==> src/rtl/k051316_pkg.sv <==
// Shared types for the 051316 loader.
//   state_t  : loader FSM states.
//   cmd_t    : one queued bus write (target select, address, data, blank-only flag).
//   bus_addr : maps a command to the address driven on the 051316 bus.
package k051316_pkg;

    typedef enum logic [2:0] {
        ST_IDLE    = 3'd0,
        ST_WAITBLK = 3'd1,
        ST_SETUP   = 3'd2,
        ST_STROBE  = 3'd3,
        ST_HOLD    = 3'd4
    } state_t;

    typedef struct packed {
        logic        sel;        // 0 = register (IOCS), 1 = VRAM (VRCS)
        logic [10:0] addr;
        logic [7:0]  data;
        logic        blankonly;  // hold the write until vertical blank
    } cmd_t;

    // The register file only decodes four address bits.
    localparam logic [10:0] REG_ADDR_MASK = 11'h00F;

    function automatic logic [10:0] bus_addr(input cmd_t c);
        return c.sel ? c.addr : (c.addr & REG_ADDR_MASK);
    endfunction

endpackage

==> src/rtl/k051316_loader_if.sv <==
// Command handshake and 051316 bus signals of the loader.
//   master : command source / bus observer (drives CMD_*, VSCN).
//   slave  : the loader (drives CMD_READY, chip selects, RW, A, DOUT, DOE, BUSY, DONE).
interface k051316_loader_if;

    logic        CMD_VALID;
    logic        CMD_READY;
    logic        CMD_SEL;
    logic [10:0] CMD_ADDR;
    logic [7:0]  CMD_DATA;
    logic        CMD_BLANKONLY;
    logic        VSCN;
    logic        IOCS;
    logic        VRCS;
    logic        RW;
    logic [10:0] A;
    logic [7:0]  DOUT;
    logic        DOE;
    logic        BUSY;
    logic        DONE;

    modport master (
        output CMD_VALID, CMD_SEL, CMD_ADDR, CMD_DATA, CMD_BLANKONLY, VSCN,
        input  CMD_READY, IOCS, VRCS, RW, A, DOUT, DOE, BUSY, DONE
    );

    modport slave (
        input  CMD_VALID, CMD_SEL, CMD_ADDR, CMD_DATA, CMD_BLANKONLY, VSCN,
        output CMD_READY, IOCS, VRCS, RW, A, DOUT, DOE, BUSY, DONE
    );

endinterface

==> src/rtl/k051316_cmd_fifo.sv <==
// Show-ahead command FIFO for the loader.
//   clk, rst : clock, synchronous active-high reset (empties the FIFO).
//   push     : write wdata when not full.
//   pop      : drop the head entry when not empty.
//   rdata    : current head entry (valid when !empty).
//   full, empty : occupancy flags.
// DEPTH must be a power of two so the pointers wrap naturally.
module k051316_cmd_fifo
    import k051316_pkg::*;
#(
    parameter int unsigned DEPTH = 4
) (
    input  logic clk,
    input  logic rst,
    input  logic push,
    input  cmd_t wdata,
    input  logic pop,
    output cmd_t rdata,
    output logic full,
    output logic empty
);

    localparam int unsigned AW = (DEPTH > 1) ? $clog2(DEPTH) : 1;
    localparam logic [AW:0] FULL_CNT = DEPTH[AW:0];

    cmd_t          mem [DEPTH];
    logic [AW-1:0] wr_ptr;
    logic [AW-1:0] rd_ptr;
    logic [AW:0]   count;
    logic          do_push;
    logic          do_pop;

    assign full    = (count == FULL_CNT);
    assign empty   = (count == '0);
    assign do_push = push && !full;
    assign do_pop  = pop && !empty;
    assign rdata   = mem[rd_ptr];

    always_ff @(posedge clk) begin
        if (do_push) begin
            mem[wr_ptr] <= wdata;
        end
    end

    always_ff @(posedge clk) begin
        if (rst) begin
            wr_ptr <= '0;
            rd_ptr <= '0;
            count  <= '0;
        end else begin
            if (do_push) begin
                wr_ptr <= wr_ptr + 1'b1;
            end
            if (do_pop) begin
                rd_ptr <= rd_ptr + 1'b1;
            end
            case ({do_push, do_pop})
                2'b10:   count <= count + 1'b1;
                2'b01:   count <= count - 1'b1;
                default: count <= count;
            endcase
        end
    end

endmodule

==> src/rtl/k051316_loader.sv <==
// Queued write sequencer for the Konami 051316 register/VRAM bus.
//   M12  : system clock, rising edge.
//   RST  : synchronous active-high reset; aborts any write in progress.
//   bus  : command handshake (CMD_VALID/CMD_READY, CMD_SEL, CMD_ADDR,
//          CMD_DATA, CMD_BLANKONLY), VSCN input, and the registered bus
//          outputs IOCS, VRCS, RW, A, DOUT, DOE plus BUSY and DONE.
// Each write runs SETUP_CYC setup, STROBE_CYC strobe and HOLD_CYC hold
// cycles; blank-only writes wait in WAITBLK until VSCN is sampled low.
module k051316_loader
    import k051316_pkg::*;
#(
    parameter int unsigned SETUP_CYC  = 2,
    parameter int unsigned STROBE_CYC = 2,
    parameter int unsigned HOLD_CYC   = 2,
    parameter int unsigned FIFO_DEPTH = 4
) (
    input  logic            M12,
    input  logic            RST,
    k051316_loader_if.slave bus
);

    localparam int unsigned CNT_MAX =
        (SETUP_CYC > STROBE_CYC) ?
            ((SETUP_CYC > HOLD_CYC) ? SETUP_CYC : HOLD_CYC) :
            ((STROBE_CYC > HOLD_CYC) ? STROBE_CYC : HOLD_CYC);
    localparam int unsigned CNT_W = $clog2(CNT_MAX + 1);

    localparam logic [CNT_W-1:0] SETUP_LAST  = CNT_W'(SETUP_CYC - 1);
    localparam logic [CNT_W-1:0] STROBE_LAST = CNT_W'(STROBE_CYC - 1);
    localparam logic [CNT_W-1:0] HOLD_LAST   = CNT_W'(HOLD_CYC - 1);

    state_t           state;
    logic [CNT_W-1:0] cnt;
    cmd_t             cur;
    cmd_t             in_cmd;
    cmd_t             head;
    logic             fifo_full;
    logic             fifo_empty;
    logic             pop;

    logic             iocs_q;
    logic             vrcs_q;
    logic             rw_q;
    logic [10:0]      a_q;
    logic [7:0]       dout_q;
    logic             doe_q;
    logic             done_q;

    always_comb begin
        in_cmd           = '0;
        in_cmd.sel       = bus.CMD_SEL;
        in_cmd.addr      = bus.CMD_ADDR;
        in_cmd.data      = bus.CMD_DATA;
        in_cmd.blankonly = bus.CMD_BLANKONLY;
    end

    // The head is consumed the moment the FSM leaves IDLE with it.
    assign pop = (state == ST_IDLE) && !fifo_empty;

    k051316_cmd_fifo #(
        .DEPTH (FIFO_DEPTH)
    ) u_fifo (
        .clk   (M12),
        .rst   (RST),
        .push  (bus.CMD_VALID),
        .wdata (in_cmd),
        .pop   (pop),
        .rdata (head),
        .full  (fifo_full),
        .empty (fifo_empty)
    );

    assign bus.CMD_READY = !fifo_full;
    assign bus.BUSY      = !fifo_empty || (state != ST_IDLE);
    assign bus.IOCS      = iocs_q;
    assign bus.VRCS      = vrcs_q;
    assign bus.RW        = rw_q;
    assign bus.A         = a_q;
    assign bus.DOUT      = dout_q;
    assign bus.DOE       = doe_q;
    assign bus.DONE      = done_q;

    // Outputs are registered alongside the state: each transition also sets
    // the bus levels that belong to the state being entered.
    always_ff @(posedge M12) begin
        if (RST) begin
            state  <= ST_IDLE;
            cnt    <= '0;
            cur    <= '0;
            iocs_q <= 1'b1;
            vrcs_q <= 1'b1;
            rw_q   <= 1'b1;
            a_q    <= '0;
            dout_q <= '0;
            doe_q  <= 1'b0;
            done_q <= 1'b0;
        end else begin
            done_q <= 1'b0;
            case (state)
                ST_IDLE: begin
                    if (!fifo_empty) begin
                        cur <= head;
                        cnt <= '0;
                        if (head.blankonly && bus.VSCN) begin
                            state <= ST_WAITBLK;
                        end else begin
                            state  <= ST_SETUP;
                            a_q    <= bus_addr(head);
                            dout_q <= head.data;
                            doe_q  <= 1'b1;
                        end
                    end
                end

                ST_WAITBLK: begin
                    if (!bus.VSCN) begin
                        state  <= ST_SETUP;
                        a_q    <= bus_addr(cur);
                        dout_q <= cur.data;
                        doe_q  <= 1'b1;
                    end
                end

                ST_SETUP: begin
                    if (cnt == SETUP_LAST) begin
                        cnt    <= '0;
                        state  <= ST_STROBE;
                        iocs_q <= cur.sel;
                        vrcs_q <= !cur.sel;
                        rw_q   <= 1'b0;
                    end else begin
                        cnt <= cnt + 1'b1;
                    end
                end

                ST_STROBE: begin
                    if (cnt == STROBE_LAST) begin
                        cnt    <= '0;
                        state  <= ST_HOLD;
                        iocs_q <= 1'b1;
                        vrcs_q <= 1'b1;
                        rw_q   <= 1'b1;
                    end else begin
                        cnt <= cnt + 1'b1;
                    end
                end

                ST_HOLD: begin
                    if (cnt == HOLD_LAST) begin
                        cnt    <= '0;
                        state  <= ST_IDLE;
                        a_q    <= '0;
                        dout_q <= '0;
                        doe_q  <= 1'b0;
                        done_q <= 1'b1;
                    end else begin
                        cnt <= cnt + 1'b1;
                    end
                end

                default: begin
                    state  <= ST_IDLE;
                    cnt    <= '0;
                    iocs_q <= 1'b1;
                    vrcs_q <= 1'b1;
                    rw_q   <= 1'b1;
                    a_q    <= '0;
                    dout_q <= '0;
                    doe_q  <= 1'b0;
                end
            endcase
        end
    end

endmodule

==> src/flat_wrapper.sv <==
// flat-port wrapper written by rule: the top's interface ports become plain ports
module k051316_loader_flat import k051316_pkg::*;
#(
    parameter int unsigned SETUP_CYC  = 2,
    parameter int unsigned STROBE_CYC = 2,
    parameter int unsigned HOLD_CYC   = 2,
    parameter int unsigned FIFO_DEPTH = 4
)
  (M12, RST, bus_CMD_VALID, bus_CMD_SEL, bus_CMD_ADDR, bus_CMD_DATA, bus_CMD_BLANKONLY, bus_VSCN, bus_CMD_READY, bus_IOCS, bus_VRCS, bus_RW, bus_A, bus_DOUT, bus_DOE, bus_BUSY, bus_DONE);
  k051316_loader_if bus_i ();
  input  logic M12;
  input  logic RST;
  input wire logic [$bits(bus_i.CMD_VALID)-1:0] bus_CMD_VALID;
  input wire logic [$bits(bus_i.CMD_SEL)-1:0] bus_CMD_SEL;
  input wire logic [$bits(bus_i.CMD_ADDR)-1:0] bus_CMD_ADDR;
  input wire logic [$bits(bus_i.CMD_DATA)-1:0] bus_CMD_DATA;
  input wire logic [$bits(bus_i.CMD_BLANKONLY)-1:0] bus_CMD_BLANKONLY;
  input wire logic [$bits(bus_i.VSCN)-1:0] bus_VSCN;
  output wire logic [$bits(bus_i.CMD_READY)-1:0] bus_CMD_READY;
  output wire logic [$bits(bus_i.IOCS)-1:0] bus_IOCS;
  output wire logic [$bits(bus_i.VRCS)-1:0] bus_VRCS;
  output wire logic [$bits(bus_i.RW)-1:0] bus_RW;
  output wire logic [$bits(bus_i.A)-1:0] bus_A;
  output wire logic [$bits(bus_i.DOUT)-1:0] bus_DOUT;
  output wire logic [$bits(bus_i.DOE)-1:0] bus_DOE;
  output wire logic [$bits(bus_i.BUSY)-1:0] bus_BUSY;
  output wire logic [$bits(bus_i.DONE)-1:0] bus_DONE;
  assign bus_i.CMD_VALID = bus_CMD_VALID;
  assign bus_i.CMD_SEL = bus_CMD_SEL;
  assign bus_i.CMD_ADDR = bus_CMD_ADDR;
  assign bus_i.CMD_DATA = bus_CMD_DATA;
  assign bus_i.CMD_BLANKONLY = bus_CMD_BLANKONLY;
  assign bus_i.VSCN = bus_VSCN;
  assign bus_CMD_READY = bus_i.CMD_READY;
  assign bus_IOCS = bus_i.IOCS;
  assign bus_VRCS = bus_i.VRCS;
  assign bus_RW = bus_i.RW;
  assign bus_A = bus_i.A;
  assign bus_DOUT = bus_i.DOUT;
  assign bus_DOE = bus_i.DOE;
  assign bus_BUSY = bus_i.BUSY;
  assign bus_DONE = bus_i.DONE;
  k051316_loader #(.SETUP_CYC(SETUP_CYC), .STROBE_CYC(STROBE_CYC), .HOLD_CYC(HOLD_CYC), .FIFO_DEPTH(FIFO_DEPTH)) u_core (.M12(M12), .RST(RST), .bus(bus_i));
endmodule
==> config.mk <==
export PLATFORM = sky130hd
export DESIGN_NAME = k051316_loader_flat
export DESIGN_NICKNAME = d
export VERILOG_FILES = /design/src/rtl/k051316_pkg.sv /design/src/rtl/k051316_loader_if.sv /design/src/rtl/k051316_cmd_fifo.sv /design/src/rtl/k051316_loader.sv /design/src/flat_wrapper.sv
export SDC_FILE = /design/constraint.sdc
export NUM_CORES = 1
export LEC_CHECK = 0
export CAP_MARGIN = 5
export CORE_MARGIN = 2
export CORE_UTILIZATION = 60
export CTS_CLUSTER_DIAMETER = 30
export DETAILED_ROUTE_END_ITERATION = 6
export PLACE_DENSITY = 0.91
export SLEW_MARGIN = 20
export SYNTH_ARGS = -nofsm -noshare
export SYNTH_HDL_FRONTEND = slang
export SYNTH_SLANG_ARGS = --single-unit
==> constraint.sdc <==
create_clock -name M12 -period 4 [get_ports M12]
set_input_delay 0.8 -clock M12 [delete_from_list [all_inputs] [get_ports M12]]
set_output_delay 0.8 -clock M12 [all_outputs]
set_load 0.01 [all_outputs]
# [Yosys cells after proc, flatten, opt, wreduce, memory -nomap -nowiden]
# Memories as Yosys holds them, arrays and structs flattened. A register that Yosys moved wholly into a read port is not among the register bits.
# Index checks and enable logic that the tools add are counted.
[totals] reg_bits=56 ramBits=84 in_bits=25 out_inout_bits=26 memories=1
[classes] add_sub_neg=5 n_eq_ne=14 mux=39 n_bitwise=5 n_reduce_logical=21
[mem_list] memory="u_core.u_fifo.mem" depth=4 width=21 read_ports=1 rd_clocked_by_memory_dff=1 wr=1 line="k051316_cmd_fifo.sv:26" rtl="cmd_t mem [DEPTH];"
[op_table] op="$mux 11" n=6
[op_table] op="$pmux 11 s4" n=1
[op_table] op="$mux 8" n=4
[op_table] op="$pmux 8 s4" n=1
[op_table] op="$mux 3" n=5
[op_table] op="$pmux 3 s5" n=1
[op_table] op="$mux 1" n=10
[op_table] op="$mux 2" n=5
[op_table] op="$reduce_and 5->1" n=2
[op_table] op="$pmux 1 s3" n=3
[op_table] op="$add 2x1->2 const B" n=3
[op_table] op="$eq 3x2->1 const B" n=2
[op_table] op="$eq 3x3->1 const B" n=2
[op_table] op="$logic_not 3->1" n=2
[op_table] op="$ne 2x1->1 const B" n=3
[op_table] op="$ne 2x2->1 const B" n=3
[op_table] op="$pmux 2 s3" n=1
[op_table] op="$pmux 3 s2" n=1
[op_table] op="$reduce_or 3->1" n=2
[op_table] op="$not 1->1" n=5
[op_table] op="$eq 2x1->1 const B" n=2
[op_table] op="$logic_and 1x1->1" n=4
[op_table] op="$pmux 1 s4" n=1
[op_table] op="$reduce_and 2->1" n=2
[op_table] op="other kinds (10)" n=13

# [Longest topological paths before layout]
# Gate-level depths: netlist (run 1).
[depth] word_depth=6 depth_mapped=11

# [Modules after synthesis]
# A second synthesis (run 1) with hierarchy kept.
[hier_totals] cells_unflattened=424 hier_area_um2=5698.0
[by_module_without_submodules] module="k051316_cmd_fifo" n_inst=1 cells_per_inst=163 area_per_inst_um2=3508.4
[by_module_without_submodules] module="k051316_loader" n_inst=1 cells_per_inst=261 area_per_inst_um2=2189.6

# [Least setup slack after synthesis (run 1)]
# No wires, ideal clock.
[synth_timing] path_type="reg-to-reg" startpoint="register u_core.state[0]" endpoint="register u_core.u_fifo.count[2]" setup_time_ns=0.070 arrival_time_ns=2.250 path_slack_ns=1.679 path_stages_with_launch=12 synth_period_minus_slack_ns=2.321 cell_sequence="dfxtp_1 -> buf_2 -> nor3_2 -> nand2b_1 -> inv_1 -> buf_2 -> ha_1 -> inv_1 -> fa_1 -> xor2_1 -> or3_1 -> a21oi_1"
[synth_between] elab_chain_cells=5
[synth_lines] item="start, declared" line="k051316_loader.sv:32" rtl="state_t state;"
[synth_lines] item="start signal, assigned" line="k051316_loader.sv:87" rtl="state <= ST_IDLE;"
[synth_lines] item="start signal, assigned" line="k051316_loader.sv:105" rtl="state <= ST_WAITBLK;"
[synth_lines] item="start signal, assigned" line="k051316_loader.sv:107" rtl="state <= ST_SETUP;"
[synth_lines] item="$logic_not 3->1 (*)" line="k051316_loader.sv:58" rtl="assign pop = (state == ST_IDLE) && !fifo_empty;"
[synth_lines] item="$logic_and 1x1->1 (*)" line="k051316_loader.sv:58"
[synth_lines] item="via u_core.pop" line="k051316_loader.sv:39" rtl="logic pop;"
[synth_lines] item="$logic_and 1x1->1 (*)" line="k051316_cmd_fifo.sv:36" rtl="assign do_pop = pop && !empty;"
[synth_lines] item="$eq 2x1->1 or $eq 2x2->1 (tied branches)" line="k051316_cmd_fifo.sv:57" rtl="case ({do_push, do_pop})"
[synth_lines] item="$pmux 3 s2 or $reduce_bool 2->1 (tied branches)"
[synth_lines] item="end signal, assigned" line="k051316_cmd_fifo.sv:58" rtl="2'b10: count <= count + 1'b1;"
[synth_lines] item="end signal, assigned" line="k051316_cmd_fifo.sv:59" rtl="2'b01: count <= count - 1'b1;"
[synth_lines] item="end signal, assigned" line="k051316_cmd_fifo.sv:60" rtl="default: count <= count;"
[synth_lines] item="end, declared" line="k051316_cmd_fifo.sv:29" rtl="logic [AW:0] count;"
# Mark *: on every way through the listed nets, which the timed path passes. The rest lies on a longest branch.
# A chain may end at the register's enable or synchronous reset.

# [Final worst setup path (run 1)]
[layout_timing] startpoint="register u_core.u_fifo.count[2]" endpoint="output bus_BUSY"
[layout_between] elab_chain_cells=3
[layout_lines] item="$logic_not 3->1" line="k051316_cmd_fifo.sv:34" rtl="assign empty = (count == '0);"
[layout_lines] item="$logic_not 1->1" line="k051316_loader.sv:74" rtl="assign bus.BUSY = !fifo_empty || (state != ST_IDLE);"
[layout_lines] item="$logic_or 1x1->1" line="k051316_loader.sv:74"
[layout_lines] item="end, declared" line="flat_wrapper.sv:26" rtl="output wire logic [$bits(bus_i.BUSY)-1:0] bus_BUSY;"
# Every way passes these cells.

==> impl_metrics.py, run 1 <==
metrics = {
    "drt": {
        "route.vias.total": 3642,
        "drc": 0,
        "drtAntennaViolNets": 0,
        "drt_first_pass_iters": 4,
        "wl_per_cell_um": 18.4,
        "wirelength_um": 11500,
        "drtIter0Drc": 254,
        "avgViaCountPerCell": 5.84,
    },
    "layout": {
        "drive_gt1_share_pct": 12.9,
        "nets": 513,
        "antenna_cells": 0,
        "layout_commonest_cell": "edfxtp_1",
        "most-common-layout-cells": "84 x edfxtp_1, 69 x nand2_1, 58 x dfxtp_1, 49 x clkdlybuf4s50_1, 43 x a21oi_1",
        "syn_to_final_growth_pct": 19.1,
        "layout.cells.non_filler": 624,
        "fillCellCount": 557,
    },
    "logic_synthesis": {
        "synth_area_sq_mm": 0.00571,
        "yosysSeqAreaShare_pct": 64.5,
        "syn-num-nets": 461,
        "yosysTopAreaCell": "edfxtp_1",
        "netlist_instances": 430,
        "ys_warn_count": 0,
        "synth_cell_type_count": 43,
        "ys_seq_elements": 142,
        "synth_area_leaders": "edfxtp_1 44%, dfxtp_1 20%, mux4_1 6.0%, nand2_1 4.5%, a21oi_1 3.8%",
        "synth_top_area_share_pct": 44.2,
        "syn_area_per_cell_sq_um": 13.3,
    },
    "floorplan": {
        "io_pins": 51,
        "rows": 35,
        "dieWidth_um": 102,
        "core_area_sq_mm": 0.00924,
        "die-area_sq_mm": 0.0103,
        "start_util_pct": 61.8,
        "die_y_um": 102,
    },
    "sta": {
        "skew_ps": 9.91,
        "timing.slew.headroom_pct": 31.8,
        "worstMarginPinSlew_ps": 1020,
        "min_period_ps": 2900,
        "setup_viol": 0,
        "rsz0062_at_grt": "false",
        "hold_viol_final": 0,
        "max_freq_ghz": 0.345,
        "fin_crit_sh_pct": 72.5,
        "setup_ws_ps": 1100,
        "drv_slew": 0,
        "whs_ps": 455,
        "tns_ps": 0,
    },
    "clocking": {
        "cts_buffers": 17,
        "cts_hold_buf": 0,
        "post_cts_resized": 0,
        "cts_root_buffer": "clkbuf_8",
        "cts_tree": "yes",
        "htree_levels": 4,
        "path_clk_slew_ps": 60,
        "clkSinkCount": 142,
        "clk_latency_ps": 520,
        "clockBufferDepth": 2,
        "postCtsSetupRepairBufs": 0,
    },
    "setup_path": {
        "path_class": "reg2out",
        "cp_max_fo": 4,
        "slowest_delay_ps": 470,
        "crit_chain": "nor3_1 > and2_1 > inv_1 > clkdlybuf4s50_1",
        "cp_data_required_time_ps": 3200,
        "r2r_start": "u_core.state[2]$_SDFFE_PP0P_",
        "cp.arrival_ps": 2100,
        "cp-startpoint": "u_core.u_fifo.count[2]$_SDFFE_PP0P_",
        "slowest_stage": "clkdlybuf4s50_1",
        "path_buf_inv": 2,
        "startpoint_type": "flop",
        "critPathCaptureType": "primary output",
        "crit_family": "simple AND/OR/NAND/NOR gates",
    },
    "grt": {
        "grt_start_max_net_pins": 57,
        "grt_pass1_vias": 3621,
        "antenna_found_initial": 0,
        "grt_use_total_pct": 24.2,
        "grt_pass1_wl_um": 18400,
        "grt.overflow.total": 0,
    },
    "power": {
        "p_leak_nw": 2.35,
        "vdd.ir_drop.worst_uv": 382,
        "power_density_mw_per_mm2": 744,
    },
    "flow_run": {
        "max-cap-violations": 0,
    },
    "hold_path": {
        "min_path_type": "reg2reg",
        "hold_path_startpoint": "u_core.bus.A[3]$_SDFFE_PP0P_",
    },
    "placed_design": {
        "place_congestion": 0.822,
        "numPortBuffers": 50,
        "dp_slack_ps": 1110,
        "dp.cells": 592,
        "dpl.hpwl_um": 7300,
    },
    "run_status": {
        "status": "completed",
    },
}
## layer usage
layer / track usage (%) / up-vias / wire (um)
met1: 30.7 / 1802 / 4660
met3: 5.73 / 21 / 589
met2: 40.4 / 130 / 6020
li1: - / 1689 / -
met5: 0 / - / 0
met4: 9.88 / 0 / 211
## worst min-delay path, delay by kind of cell (launching register included)
kind	cells	cell delay (ps)
DFF	1	310
and+or+nand+nor	1	50
AOI/OAI and AO/OA	1	50
## Yosys cell counts (all sizes together)
| cell | count |
|---|---|
| edfxtp | 84 |
| nand2 | 69 |
| dfxtp | 58 |
| a21oi | 44 |
| nor2 | 22 |
| mux4 | 20 |
| buf | 14 |
| nand3 | 13 |
| mux2 | 12 |
| clkbuf | 11 |
| o21ai | 11 |
| inv | 10 |
| nand3b | 9 |
| a31oi | 7 |
| ha | 5 |
| nand2b | 5 |
| and3 | 4 |
| mux2i | 4 |
| and2 | 3 |
| nor2b | 3 |
| xor2 | 3 |
| a22oi | 2 |
| nor3 | 2 |
| nor3b | 2 |
| o221a | 2 |
| or3 | 2 |
| xnor2 | 2 |
| a211oi | 1 |
| a21o | 1 |
| a311oi | 1 |
| fa | 1 |
| nand4b | 1 |
| o221ai | 1 |
| o22a | 1 |
## flip-flops by register name (all words and copies together), names as in the netlist, 2 cells and up, named ones only
signal                cells
u_core.cnt                2
u_core.u_fifo.rd_ptr      2
u_core.u_fifo.mem        84
u_core.cur               20
u_core.u_fifo.wr_ptr      2
u_core.bus.DOUT           8
u_core.bus.A             11
u_core.state              3
u_core.u_fifo.count       3
## area by class of cell
cell class | count | area, sq um | area share [%]
repair buffers | 58 | 556 | 8.17
well taps | 129 | 161 | 2.37
clock inverters | 13 | 92.6 | 1.36
clock buffers | 19 | 422 | 6.20
flip-flops and latches | 142 | 3680 | 54.2
multi-input cells | 253 | 1850 | 27.2
inverters | 10 | 37.5 | 0.552
## through the flow
stage	utilization (%)	instance area, sq um	power, W
6_report	73.6	6800	0.00506
4_1_cts	73.6	6800	0.00505
3_5_place_dp	68.0	6280	0.00368
2_1_floorplan	-	5710	0.00322
3_3_place_gp	68.0	6280	0.00357
5_1_grt	73.6	6800	0.00531
## final timing paths
kind                                              end  slack (ps)  cells past startpoint
setup reg to reg  u_core.u_fifo.count[2]$_SDFFE_PP0P_        1190                      9
hold / removal           u_core.bus.A[3]$_SDFFE_PP0P_         460                      2
hold reg to reg          u_core.bus.A[3]$_SDFFE_PP0P_         460                      2
setup / recovery                             bus_BUSY        1100                      4
## report_power, final
| group | switching [W] | total, W | internal [W] | leakage (nW) |
|---|---|---|---|---|
| combinational | 0.000936 | 0.00166 | 0.000721 | 0.864 |
| clock | 0.000598 | 0.00136 | 0.000761 | 0.240 |
| sequential | 0.000207 | 0.00204 | 0.00183 | 1.24 |
| total | 0.00174 | 0.00506 | 0.00332 | 2.35 |
## kinds of logic after synthesis
family	Yosys count	synth area share (%)
xor+xnor	5	0.767
fa+ha+maj	6	1.45
buf+inv	35	3.13
flops	142	64.5
mux	36	11.8
simple gates	135	10.9
compound gates	71	7.41
No activity file was read; power rests on OpenSTA's default activity.
==> run 2, diff against run 1 <==
- CORE_UTILIZATION: 60 -> 57
- PLACE_DENSITY: 0.91 -> 0.87
- clock period: 4 -> 2.9 ns (I/O delays scaled with it)
==> run 2 against run 1 <==
  * Non-clock buffer count grew 3
  * Global-route usage shrank 1.8 points
  * Count of clock-buffer cells in the layout shrank 1
  * Critical path type unchanged
==> impl_metrics.py, run 2 (same netlist as run 1, synthesis figures left out) <==
metrics = {
    "layout": {
        "most-common-layout-cells": "84 x edfxtp_1, 69 x nand2_1, 58 x dfxtp_1, 49 x clkdlybuf4s50_1, 43 x a21oi_1",
        "largest_register": "u_core.u_fifo.mem",
        "layout_commonest_cell": "edfxtp_1",
        "antenna_cells": 0,
        "largest_register_ffs": 84,
        "nets": 516,
        "syn_to_final_growth_pct": 20.4,
        "drive_gt1_share_pct": 13.9,
        "utilization_pct": 70.7,
    },
    "drt": {
        "drt_first_pass_iters": 5,
        "drc": 0,
        "drtAntennaViolNets": 0,
        "drtIter0Drc": 237,
        "wl_per_cell_um": 18.5,
        "avgViaCountPerCell": 5.84,
        "wirelength_um": 11700,
        "route.vias.total": 3683,
    },
    "grt": {
        "grt_pass1_wl_um": 18700,
        "grt.overflow.total": 0,
        "grt_start_max_net_pins": 57,
        "grt_pass1_vias": 3733,
        "grt_use_total_pct": 22.4,
        "antenna_found_initial": 0,
    },
    "power": {
        "vdd.ir_drop.worst_uv": 457,
        "p_leak_nw": 2.38,
        "power_density_mw_per_mm2": 1040,
    },
    "clocking": {
        "cts_hold_buf": 0,
        "cts_buffers": 17,
        "cts_tree": "yes",
        "clk_latency_ps": 510,
        "htree_levels": 4,
        "postCtsSetupRepairBufs": 0,
        "clockBufferDepth": 2,
        "path_clk_slew_ps": 60,
        "post_cts_resized": 0,
        "cts_root_buffer": "clkbuf_8",
        "clkSinkCount": 142,
    },
    "setup_path": {
        "critPathCaptureType": "primary output",
        "startpoint_type": "flop",
        "cp.arrival_ps": 2030,
        "reg2reg_slack_ps": 590,
        "path_class": "reg2out",
        "cp_data_required_time_ps": 2320,
        "cp_max_fo": 14,
    },
    "sta": {
        "max_freq_ghz": 0.384,
        "rsz0062_at_grt": "false",
        "skew_ps": 8.92,
        "drv_slew": 0,
        "worstMarginPinSlew_ps": 969,
        "hold_viol_final": 0,
        "fin_crit_sh_pct": 89.8,
        "tns_ps": 0,
        "setup_viol": 0,
        "min_period_ps": 2610,
        "timing.slew.headroom_pct": 35.4,
    },
    "floorplan": {
        "dieWidth_um": 104,
        "rows": 36,
        "die-area_sq_mm": 0.0108,
        "start_util_pct": 58.7,
        "core_area_sq_mm": 0.00973,
        "io_pins": 51,
        "die_y_um": 104,
    },
    "hold_path": {
        "min_path_type": "reg2reg",
    },
    "placed_design": {
        "dpl.hpwl_um": 6980,
        "place_congestion": 0.756,
        "numPortBuffers": 50,
    },
    "run_status": {
        "status": "completed",
    },
    "flow_run": {
        "max-cap-violations": 0,
    },
}
-- run 2: final cells by class --
class | instances | area, sq um
fillers | 622 | 2850
multi-input cells | 253 | 1850
inverters | 10 | 37.5
clock inverters | 14 | 134
flip-flops and latches | 142 | 3680
repair buffers | 61 | 591
clock buffers | 18 | 418
well taps | 133 | 166
-- run 2: routing by layer --
| layer | share of wire, % | GRT usage, % | up-vias |
|---|---|---|---|
| li1 | - | - | 1689 |
| met1 | 39 | 26.0 | 1805 |
| met2 | 53 | 39.7 | 166 |
| met3 | 6.6 | 5.14 | 23 |
| met4 | 2.2 | 10.2 | 0 |
| met5 | 0 | 0 | - |
-- run 2: path summary, 6_finish.rpt --
check,startpoint,end,cells past startpoint
hold / removal,u_core.bus.DOUT[4]$_SDFFE_PP0P_,u_core.bus.DOUT[4]$_SDFFE_PP0P_,2
hold reg to reg,u_core.bus.DOUT[4]$_SDFFE_PP0P_,u_core.bus.DOUT[4]$_SDFFE_PP0P_,2
setup reg to reg,u_core.state[2]$_SDFFE_PP0P_,u_core.u_fifo.count[2]$_SDFFE_PP0P_,9
setup / recovery,u_core.state[2]$_SDFFE_PP0P_,bus_BUSY,4
-- run 2: where the power goes --
part / internal, W / switching, W / total, W
logic: 0.00107 / 0.00134 / 0.00241
registers: 0.00253 / 0.000238 / 0.00277
clock network: 0.00115 / 0.000854 / 0.00200
-- run 2: critical path, stage by stage (launching register included) --
cell	delay, ps
dfxtp_1	620
nor3_2	130
and2_1	190
inv_1	50
clkdlybuf4s50_1	520
-- run 2: metrics by stage --
step                hold WS (ps)  setup WS (ps)  power [W]  area [sq um]  instances
detailed placement           443            289    0.00510          6320        599
global placement             438            372    0.00500          6320        599
CTS                          454            259    0.00718          6880        631
global route                 466            153    0.00753          6880        631
finish                       453            295    0.00718          6880        631
floorplan                    433            579    0.00445          5710        430
==> run 3, diff against run 2 <==
- SLEW_MARGIN: 20 -> default
==> results of run 3 <==
The final DEF is identical to that of run 2; final timing and power are the same.
